[src/rtl/uart_rx.sv]
// UART receiver on the 16x-oversampled clock: start/data/[parity]/stop framing,
// parallel byte with ready flag, framing/overrun/parity error flags.
// Define UART_RX_PARITY_EN to add an odd-parity bit after the data bits;
// without it parity_err is tied low.
module uart_rx #(
    parameter int unsigned DATA_BITS   = 8,
    parameter int unsigned SYNC_STAGES = 2
) (
    input  logic                 mclkx16,
    input  logic                 reset,
    input  logic                 rx,
    input  logic                 read,
    output logic [DATA_BITS-1:0] data,
    output logic                 rxrdy,
    output logic                 framing_err,
    output logic                 overrun,
    output logic                 parity_err
);

    localparam int unsigned TICK_W = 4;
    localparam int unsigned BIT_W  = $clog2(DATA_BITS + 1);

    localparam logic [2:0] IDLE      = 3'd0;
    localparam logic [2:0] START     = 3'd1;
    localparam logic [2:0] DATA      = 3'd2;
    localparam logic [2:0] PARITY    = 3'd3;
    localparam logic [2:0] STOP      = 3'd4;
    localparam logic [2:0] LOAD      = 3'd5;
    localparam logic [2:0] WAIT_HIGH = 3'd6;

    logic [SYNC_STAGES-1:0] r_sync;
    logic [2:0]             r_state;
    logic [2:0]             w_next_state;
    logic [TICK_W-1:0]      r_tick;
    logic [BIT_W-1:0]       r_bitcnt;
    logic [DATA_BITS-1:0]   r_shift;
    logic                   r_stop;
    logic [DATA_BITS-1:0]   r_data;
    logic                   r_rxrdy;
    logic                   r_framing_err;
    logic                   r_overrun;
    logic                   w_rxs;
    logic                   w_tick_mid;
    logic                   w_tick_end;
    logic                   w_last_bit;

    assign w_rxs      = r_sync[SYNC_STAGES-1];
    assign w_tick_mid = (r_tick == TICK_W'(7));
    assign w_tick_end = (r_tick == TICK_W'(15));
    assign w_last_bit = (r_bitcnt == BIT_W'(DATA_BITS - 1));

    assign data        = r_data;
    assign rxrdy       = r_rxrdy;
    assign framing_err = r_framing_err;
    assign overrun     = r_overrun;

    // Bring the asynchronous line into the clock domain; idle-high on reset.
    always_ff @(posedge mclkx16 or posedge reset) begin
        if (reset) begin
            r_sync <= '1;
        end else begin
            r_sync <= {r_sync[SYNC_STAGES-2:0], rx};
        end
    end

    // FSM state register.
    always_ff @(posedge mclkx16 or posedge reset) begin
        if (reset) begin
            r_state <= IDLE;
        end else begin
            r_state <= w_next_state;
        end
    end

    // Next-state logic; every decision is taken at a bit midpoint.
    always_comb begin
        w_next_state = r_state;
        case (r_state)
            IDLE: begin
                if (!w_rxs) w_next_state = START;
            end
            START: begin
                if (w_tick_mid) w_next_state = w_rxs ? IDLE : DATA;
            end
            DATA: begin
                if (w_tick_end && w_last_bit) begin
`ifdef UART_RX_PARITY_EN
                    w_next_state = PARITY;
`else
                    w_next_state = STOP;
`endif
                end
            end
            PARITY: begin
                if (w_tick_end) w_next_state = STOP;
            end
            STOP: begin
                if (w_tick_end) w_next_state = LOAD;
            end
            LOAD: begin
                w_next_state = r_stop ? IDLE : WAIT_HIGH;
            end
            WAIT_HIGH: begin
                if (w_rxs) w_next_state = IDLE;
            end
            default: w_next_state = IDLE;
        endcase
    end

    // Tick and bit counters, shift register and stop-bit sample.
    always_ff @(posedge mclkx16 or posedge reset) begin
        if (reset) begin
            r_tick   <= '0;
            r_bitcnt <= '0;
            r_shift  <= '0;
            r_stop   <= 1'b1;
        end else begin
            if (w_next_state != r_state) begin
                r_tick <= '0;
            end else begin
                r_tick <= TICK_W'(r_tick + 1'b1);
            end

            if (r_state != DATA) begin
                r_bitcnt <= '0;
            end else if (w_tick_end) begin
                r_bitcnt <= BIT_W'(r_bitcnt + 1'b1);
                r_shift  <= {w_rxs, r_shift[DATA_BITS-1:1]};
            end

            if (r_state == STOP && w_tick_end) begin
                r_stop <= w_rxs;
            end
        end
    end

`ifdef UART_RX_PARITY_EN
    logic r_par_bit;
    logic r_parity_err;

    assign parity_err = r_parity_err;

    // Capture the parity bit and check odd parity when the byte is loaded.
    always_ff @(posedge mclkx16 or posedge reset) begin
        if (reset) begin
            r_par_bit    <= 1'b0;
            r_parity_err <= 1'b0;
        end else begin
            if (r_state == PARITY && w_tick_end) begin
                r_par_bit <= w_rxs;
            end
            if (r_state == LOAD) begin
                r_parity_err <= ~((^r_shift) ^ r_par_bit);
            end else if (read && r_rxrdy) begin
                r_parity_err <= 1'b0;
            end
        end
    end
`else
    assign parity_err = 1'b0;
`endif

    // Host-facing byte and flags; a LOAD takes priority over a same-cycle read.
    always_ff @(posedge mclkx16 or posedge reset) begin
        if (reset) begin
            r_data        <= '0;
            r_rxrdy       <= 1'b0;
            r_framing_err <= 1'b0;
            r_overrun     <= 1'b0;
        end else if (r_state == LOAD) begin
            r_data        <= r_shift;
            r_rxrdy       <= 1'b1;
            r_framing_err <= ~r_stop;
            if (r_rxrdy && !read) begin
                r_overrun <= 1'b1;
            end
        end else if (read && r_rxrdy) begin
            r_rxrdy       <= 1'b0;
            r_framing_err <= 1'b0;
            r_overrun     <= 1'b0;
        end
    end

endmodule
[config.mk]
export PLATFORM = sky130hd
export DESIGN_NAME = uart_rx
export DESIGN_NICKNAME = d
export VERILOG_FILES = /design/src/rtl/uart_rx.sv
export SDC_FILE = /design/constraint.sdc
export NUM_CORES = 1
export LEC_CHECK = 0
export CORE_AREA = 2 2 74 48
export DETAILED_ROUTE_END_ITERATION = 8
export DIE_AREA = 0 0 76 50
export PLACE_DENSITY = 0.76
export SLEW_MARGIN = 20
export SYNTH_ARGS = -nofsm -noshare
export SYNTH_HDL_FRONTEND = slang
export SYNTH_SLANG_ARGS = --single-unit
[constraint.sdc]
create_clock -name mclkx16 -period 3 [get_ports mclkx16]
set_clock_uncertainty 0.05 [all_clocks]
set_input_delay 0.75 -clock mclkx16 [delete_from_list [all_inputs] [get_ports mclkx16]]
set_output_delay 0.75 -clock mclkx16 [all_outputs]
set_load 0.02 [all_outputs]
==> results.cfg <==
[detailed_routing]
via_per_inst = 5.20
drt_iter0_drc = 45
drc_errors = 0
first_pass_iters = 4
wl_per_cell_um = 14.5
wirelength_um = 2840
postRouteAntennaNets = 0
vias = 1020

[setup_path]
cp-start-kind = flop
critPathBufInv = 1
cp.arrival_ns = 1.30
cpPeakStageDelay_ns = 0.62
crit_family = buffers and inverters
setup.worst_path.class = flop to output pin
crit_chain = clkdlybuf4s50_1
cp-end-kind = output pin
crit_required_ns = 2.20
worstPathMaxFanout = 4
crit_slowest_cell = clkdlybuf4s50_1

[clock_network]
cts_setup_buffers = 0
cts.sinks = 33
cts_buffers = 5
insertion_delay_ns = 0.30
clock_path_buffers = 2
cts_max_level = 2
clk_pin_slew_ns = 0.07
post_cts_resized = 0
tritoncts = done
hold_buffers = 0
cts_root_buffer = clkbuf_8

[pwr]
p_per_area_mw_per_mm2 = 699
finalPower_uw = 1220
irDropWorstVdd_v = 0.000468
p_leak_uw = 0.000834

[place]
port_buffers = 14
post-dp-hpwl_um = 2030
place_area_mm2 = 0.00165
place_congestion = 0.894
placed_cells = 188

[grt]
grtUsageTotal = 0.177
antenna_found_initial = 0
overflow = 0
grt_pass1_vias = 1030
grt_max_degree = 34
grt_first_pass_wirelength_um = 4910

[floorplanning]
io_pins = 16
die_w_um = 76
fp-row-count = 16
core-area_mm2 = 0.00310
die_h_um = 50
floorplan.initialDensity = 0.478
die_area_mm2 = 0.00380

[timing]
setup_viol = 0
slew_violations = 0
hold_violations = 0
rsz0062_at_grt = false
finalCritPeriodShare = 0.701
fmax_ghz = 0.476
setup_tns_ns = 0
period_needed_ns = 2.10

[hold_path]
min_path_type = flop to flop

[layout]
most-common-layout-cells = 30 x dfrtp_1, 28 x nand2_1, 14 x clkdlybuf4s50_1
fin_area_mm2 = 0.00174
area_delta_synth_final_pct = 17.5
antenna_cells = 0
mostFrequentLayoutCell = dfrtp_1
nNetsFinal = 156
drive_above_1_share = 0.146
final-instance-count-excl-fill = 196

[logic_synthesis]
synthesis.area_mm2 = 0.00148
yosysWarnings = 0
seq_area_frac_synth = 0.559
synth_nets = 140
ys_types = 37
synth-seq-cells = 33
syn_inst = 134
syn_area_per_cell_um2 = 11.1

[job]
max-cap-violations = 0

[run_status]
status = complete, no violations
==> cell families after synthesis <==
group	synth area share
mux	0.0953
flops	0.559
simple gates	0.192
xor+xnor	0.0295
compound gates	0.0683
buf+inv	0.0362
other cells	0.00253
fa+ha+maj	0.0169
==> stage by stage <==
step                      setup slack (ns)   util  hold slack (ns)
after CTS                            0.899  0.562            0.308
after global placement                1.23  0.533            0.298
final                                0.897  0.562            0.307
after detailed placement              1.14  0.533            0.299
after global routing                 0.854  0.562            0.314
after floorplan                       1.36      -            0.295
==> routing by layer <==
metal	vias up	global-route usage	wire [um]
li1	486	-	-
met3	10	0.0824	141
met5	-	0	0
met4	0	0.0788	85
met2	20	0.268	1290
met1	504	0.218	1330
==> cells in the mapped netlist <==
cell	number	area (um2)
a32o_1	1	10.0
nand2b_4	2	27.5
buf_4	1	7.51
clkbuf_1	3	11.3
mux2_4	8	120
o21ai_1	2	10.0
nor4_1	2	12.5
and4bb_1	1	12.5
mux2_1	1	11.3
a21oi_1	3	15.0
o211ai_1	1	7.51
buf_2	1	5.00
and3_1	1	6.26
nor3_2	1	10.0
conb_1	1	3.75
nand2_1	28	105
clkinv_1	1	3.75
xor2_1	3	26.3
and2b_4	1	10.0
o31ai_1	1	7.51
nor3b_1	1	7.51
o21ai_0	7	35.0
dfrtp_1	30	751
nor3_1	2	10.0
nand4_1	1	6.26
nor2_1	7	26.3
dfstp_2	3	78.8
nand3b_1	3	22.5
mux2i_1	1	10.0
xnor2_1	2	17.5
inv_1	4	15.0
and3b_1	1	8.76
a31oi_1	1	6.26
nand3_1	4	20.0
a221o_1	1	10.0
buf_6	1	11.3
ha_1	2	25.0
==> worst paths after layout <==
kind | slack (ns) | endpoint | depth (start not counted) | startpoint
worst max-delay path | 0.90 | rxrdy | 1 | rxrdy
worst min-delay path | 0.31 | r_sync[1] | 0 | r_sync[0]
worst max register to register | 1.11 | overrun | 4 | r_state[2]
worst min register to register | 0.31 | r_sync[1] | 0 | r_sync[0]
max in group asynchronous | 1.76 | r_stop | 3 | reset
min in group asynchronous | 0.80 | data[1] | 3 | reset
==> cell type report <==
type	instances	area [um2]
sequential	33	830
timing repair buffer	15	148
fill	277	1360
inverter	5	18.8
tap	45	56.3
clock buffer	8	90.1
multi-input combinational	90	601
==> state kept, by name, summed over array words and instances (netlist names) <==
register	count
r_shift	8
r_bitcnt	4
r_tick	4
framing_err	1
data	8
r_state	3
rxrdy	1
r_sync	2
overrun	1
r_stop	1
==> report_power, final <==
part	switching, uW	total (uW)	leakage, uW	internal [uW]
clock	159	346	0.0000455	187
sequential	82.5	590	0.000431	507
combinational	143	282	0.000357	140
total	384	1220	0.000834	834
Note: power is estimated with default switching activity, not from simulation.
==> RTL edit 1, RTL diff (same settings) <==
`TICK_W`: 4 -> 3.
--- a/src/rtl/uart_rx.sv
+++ b/src/rtl/uart_rx.sv
@@ -19,3 +19,3 @@
 
-    localparam int unsigned TICK_W = 4;
+    localparam int unsigned TICK_W = 3;
     localparam int unsigned BIT_W  = $clog2(DATA_BITS + 1);
Function: no difference found for any inputs over 10 cycles, from zero or initial values and one cycle with reset high; that may be too few to reach the edited logic, so the function may still have changed.
==> RTL edit 1 against the original RTL <==
Power fell by 11%. Largest cell class unchanged. Sequential cell count fell by 1. Sequential power fell by 6.3%. Worst setup slack improved by 24 ps. Cell area fell by 5.9%. Combinational power fell by 28%. Wire length fell by 17%. Critical path type unchanged. Largest power group unchanged. Die area did not move. Area after synthesis fell by 6.5%. Final cell count fell by 12%. Via count fell by 14%. Count of clock-buffer cells in the layout did not move.
==> RTL edit 1: results (changes against the original RTL) <==
yosys.cell_types.count: 31  # -16%
dr.pass1.iters: 4  # unchanged
synth_common_cells: "dfrtp_1 (29), mux2_2 (17), a21oi_1 (6), nor2_1 (6), o21ai_0 (6)"
diodes: 0  # unchanged
design_power_total_mw: 1.082  # -11%
hold_path.class: "flip-flop to flip-flop"
dp_hpwl_mm: 1.693  # -16%
grt_pass1_wl_mm: 4.160  # -15%
fillers: 273  # -1.4%
cp_slowest_cell: "clkdlybuf4s50_1"
synth_nets: 117  # -16%
max_stage_delay_ps: 620  # about the same
p_clk_frac: 0.301  # +0.017
cp_data_arrival_time_ps: 1280  # -20 ps
cts_max_level: 2  # unchanged
clk_latency_ps: 280  # -20 ps
grt_max_degree: 33  # -2.9%
p_sw_mw: 0.3067  # -20%
cts_setup_buffers: 0  # unchanged
p_leak_nw: 0.7571  # -9.2%
cts-resized-gates: 0  # unchanged
synth_ff_type: "dfrtp_1"
placed_cells: 164  # -13%
synthCells: 110  # -18%
path_delay_family: "buffers and inverters"
peakVddDrop_mv: 0.3830  # -18%
gp_congestion: 0.7422  # -17%
antenna_found_initial: 0  # unchanged
synthArstFlopShare: 1.000  # unchanged
run_status: "complete, no violations"
port_buffers: 14  # unchanged
yosysSeqAreaShare: 0.5798  # +0.02078
drtIter0Drc: 75  # +67%
vias: 881  # -14%
clock_path_buffers: 2  # unchanged
drive_gt1_frac: 0.2362  # +0.09053
nNetsFinal: 133  # -15%
wl_per_cell_microns: 13.69  # -5.5%
final_cells: 172  # -12%
seq_power_share: 0.511  # +0.027
synth.area.top_cells: "dfrtp_1 (52%), mux2_2 (14%), dfstp_2 (5.7%), ha_1 (2.7%), a21oi_1 (2.2%)"
grt_pass1_vias: 874  # -15%
fin_setup_tns_ps: 0  # unchanged
pre_cts_ws_ps: 1061  # -77.11 ps
grtUsageTotal: 0.1426  # -0.03431
==> RTL edit 1: changes by cell type after synthesis, moves of 3 or more <==
| cell | change |
|---|---|
| nand3_1 | -3 |
| a21oi_1 | +3 |
| mux2_4 | -8 |
| clkbuf_1 | -3 |
| nand2_1 | -23 |
| mux2_2 | +17 |
==> RTL edit 1: layer usage <==
| metal | share of wire | track usage |
|---|---|---|
| met1 | 0.47 | 0.1727 |
| met2 | 0.47 | 0.2381 |
| met3 | 0.054 | 0.04945 |
| met4 | 0.011 | 0.05455 |
| met5 | 0 | 0 |
==> RTL edit 1: layout make-up <==
class                      count  area share
multi-input combinational     69      0.3234
tap                           45     0.03433
inverter                       3    0.006865
timing repair buffer          15     0.09001
sequential                    32      0.4905
clock buffer                   8     0.05492
==> RTL edit 1: logic make-up after synthesis <==
kind of cell / count (synthesis) / share of synthesized area
buffers and inverters: 9 / 0.03786
muxes: 19 / 0.1524
DFF: 32 / 0.5798
other: 1 / 0.002703
and+or+nand+nor: 24 / 0.1019
AOI/OAI and AO/OA: 20 / 0.08567
adders and majority gates: 3 / 0.02705
xor gates and xnor gates: 2 / 0.01263
==> RTL edit 1: stage by stage <==
stage	instance area [sq um]	hold WS (ps)
after floorplan	1388	295.2
after global placement	1550	297.7
after detailed placement	1550	302.0
after CTS	1640	310.7
after global routing	1640	311.8
final	1640	308.6
==> RTL edit 1: path summary, 6_finish.rpt <==
kind                       startpoint         end  slack [ps]  cells past startpoint
max                             rxrdy       rxrdy         920                      1
min                         r_sync[0]   r_sync[1]         310                      0
max reg2reg                 r_tick[0]  r_shift[5]        1060                      5
min reg2reg                 r_sync[0]   r_sync[1]         310                      0
max in group asynchronous       reset   r_sync[0]        1750                      3
min in group asynchronous       reset     data[0]         810                      3
==> RTL edit 2, RTL diff (same settings) <==
Without the edit above. One comparison of `r_bitcnt` changes from == to >=.
--- a/src/rtl/uart_rx.sv
+++ b/src/rtl/uart_rx.sv
@@ -49,3 +49,3 @@
     assign w_tick_end = (r_tick == TICK_W'(15));
-    assign w_last_bit = (r_bitcnt == BIT_W'(DATA_BITS - 1));
+    assign w_last_bit = (r_bitcnt >= BIT_W'(DATA_BITS - 1));
 
Formal check against the unedited RTL: same outputs for any inputs over 10 cycles, from zero or initial values and one cycle with reset high; that may be too few to reach the edited logic, so the function may still have changed.
==> RTL edit 2 against the original RTL <==
Worst setup slack better by 13 ps. Combinational power is 12% lower. Area after synthesis rose by 2.4%. Cell area up 3.3%. Power up 2.3%. Wire length is 4.5% lower. Sequential cell count stayed put. Register-to-register slack got worse by 90 ps.
==> RTL edit 2: results (changes against the original RTL) <==
synth_common_cells: "dfrtp_1 (30), mux2_2 (9), mux2_4 (8), o21ai_0 (8), nand3_1 (6)"
grt_max_degree: 34  # unchanged
clock_path_buffers: 2  # unchanged
clk_latency_ps: 290
grt_use_met1: 0.2409  # +0.02243
hold_end: "r_sync[1]"
synth_ff_type: "dfrtp_1"
p_leak_nw: 0.8214  # -1.5%
r2r_start: "r_state[1]"
cts_max_level: 2  # unchanged
run_status: "complete, no violations"
yosys.cell_types.count: 38  # +2.7%
grtUsageMet2: 0.2247  # -0.04315
cts-root-buf: "clkbuf_8"
cts-resized-gates: 0  # unchanged
worstHoldStart: "r_sync[0]"
whs_path_depth: 0  # unchanged
cp_data_arrival_time_ps: 1290
grtUsageTotal: 0.1688  # -0.008114
drtIter0Drc: 77  # +71%
drive_gt1_frac: 0.2143  # +0.06859
synthArstFlopShare: 1.000  # unchanged
grt_pass1_wl_mm: 4.754  # -3.1%
numCtsBuffers: 5  # unchanged
path_max_fanout: 4  # unchanged
vias: 1008  # -1.2%
dp_hpwl_mm: 1.856  # -8.5%
pre_cts_ws_ps: 1018  # -120.1 ps
port_buffers: 14  # unchanged
nNetsFinal: 145  # -7.1%
rr_worst_depth: 3  # -1
yosysTopAreaCellShare: 0.4942  # -0.01167
placed_cell_area_sq_um: 1680  # +1.7%
reg2reg_to: "r_shift[1]"
cp_slowest_cell: "clkdlybuf4s50_1"
yosys_warnings: 0  # unchanged
grt_pass1_vias: 962  # -6.6%
cts_setup_buffers: 0  # unchanged
synth.area.top_cells: "dfrtp_1 (49%), mux2_4 (7.9%), mux2_2 (6.7%), dfstp_2 (5.2%), o21ai_0 (2.6%)"
grt_use_met3: 0.05678  # -0.02564
clk_pin_slew_ps: 70  # about the same
dr.pass1.iters: 4  # unchanged
path_delay_family: "buffers and inverters"
hold_path.class: "flip-flop to flip-flop"
wl_per_cell_microns: 14.65  # +1.2%
gp_congestion: 0.8442  # -5.5%
antenna_found_initial: 0  # unchanged
peakVddDrop_mv: 0.3121  # -33%
diodes: 0  # unchanged
slew_headroom: 0.6292
max_stage_delay_ps: 620  # about the same
synth_nets: 131  # -6.4%
yosysSeqAreaShare: 0.5461  # -0.01289
RTL edit 2: how the worst max path moves through the flow:
stage | startpoint | endpoint | slack, ps
final | rxrdy | rxrdy | 910
after global routing | rxrdy | rxrdy | 860
after CTS | rxrdy | rxrdy | 900
after detailed placement | r_state[1] | r_shift[6] | 1020
after global placement | r_state[1] | r_shift[1] | 1080
after floorplan | r_state[0] | r_shift[0] | 1350
RTL edit 2: area by class of cell:
cell class,instances,area (sq um)
inverter,3,11.26
clock inverter,2,37.54
tap,45,56.30
timing repair buffer,15,147.6
fill,260,1303
sequential,33,829.5
clock buffer,6,82.58
multi-input combinational,81,635.6
RTL edit 2: per-stage QoR:
| stage | instances | hold slack (ps) |
|---|---|---|
| 2_1_floorplan | 125 | 295.2 |
| 3_3_place_gp | 177 | 297.5 |
| 3_5_place_dp | 177 | 304.2 |
| 4_1_cts | 185 | 314.4 |
| 5_1_grt | 185 | 318.0 |
| 6_report | 185 | 312.3 |
RTL edit 2: routing by layer:
layer | part of all wire | wire, microns
met3 | 0.049 | 134
met2 | 0.43 | 1155
met1 | 0.51 | 1370
met4 | 0.019 | 51
met5 | 0 | 0
RTL edit 2: kinds of logic after synthesis:
group                    synth area share
other                            0.002469
multiplexers                       0.1458
adder cells (fa/ha/maj)           0.01647
flip-flops                         0.5461
buffers and inverters             0.03542
XOR/XNOR                          0.01730
AND/OR/NAND/NOR                    0.1260
AO/OA/AOI/OAI                      0.1104
RTL edit 2: report_power, final:
| part | switching, mW | total, mW | internal, mW |
|---|---|---|---|
| clock | 0.167 | 0.437 | 0.270 |
| sequential | 0.0713 | 0.561 | 0.490 |
| combinational | 0.126 | 0.247 | 0.121 |
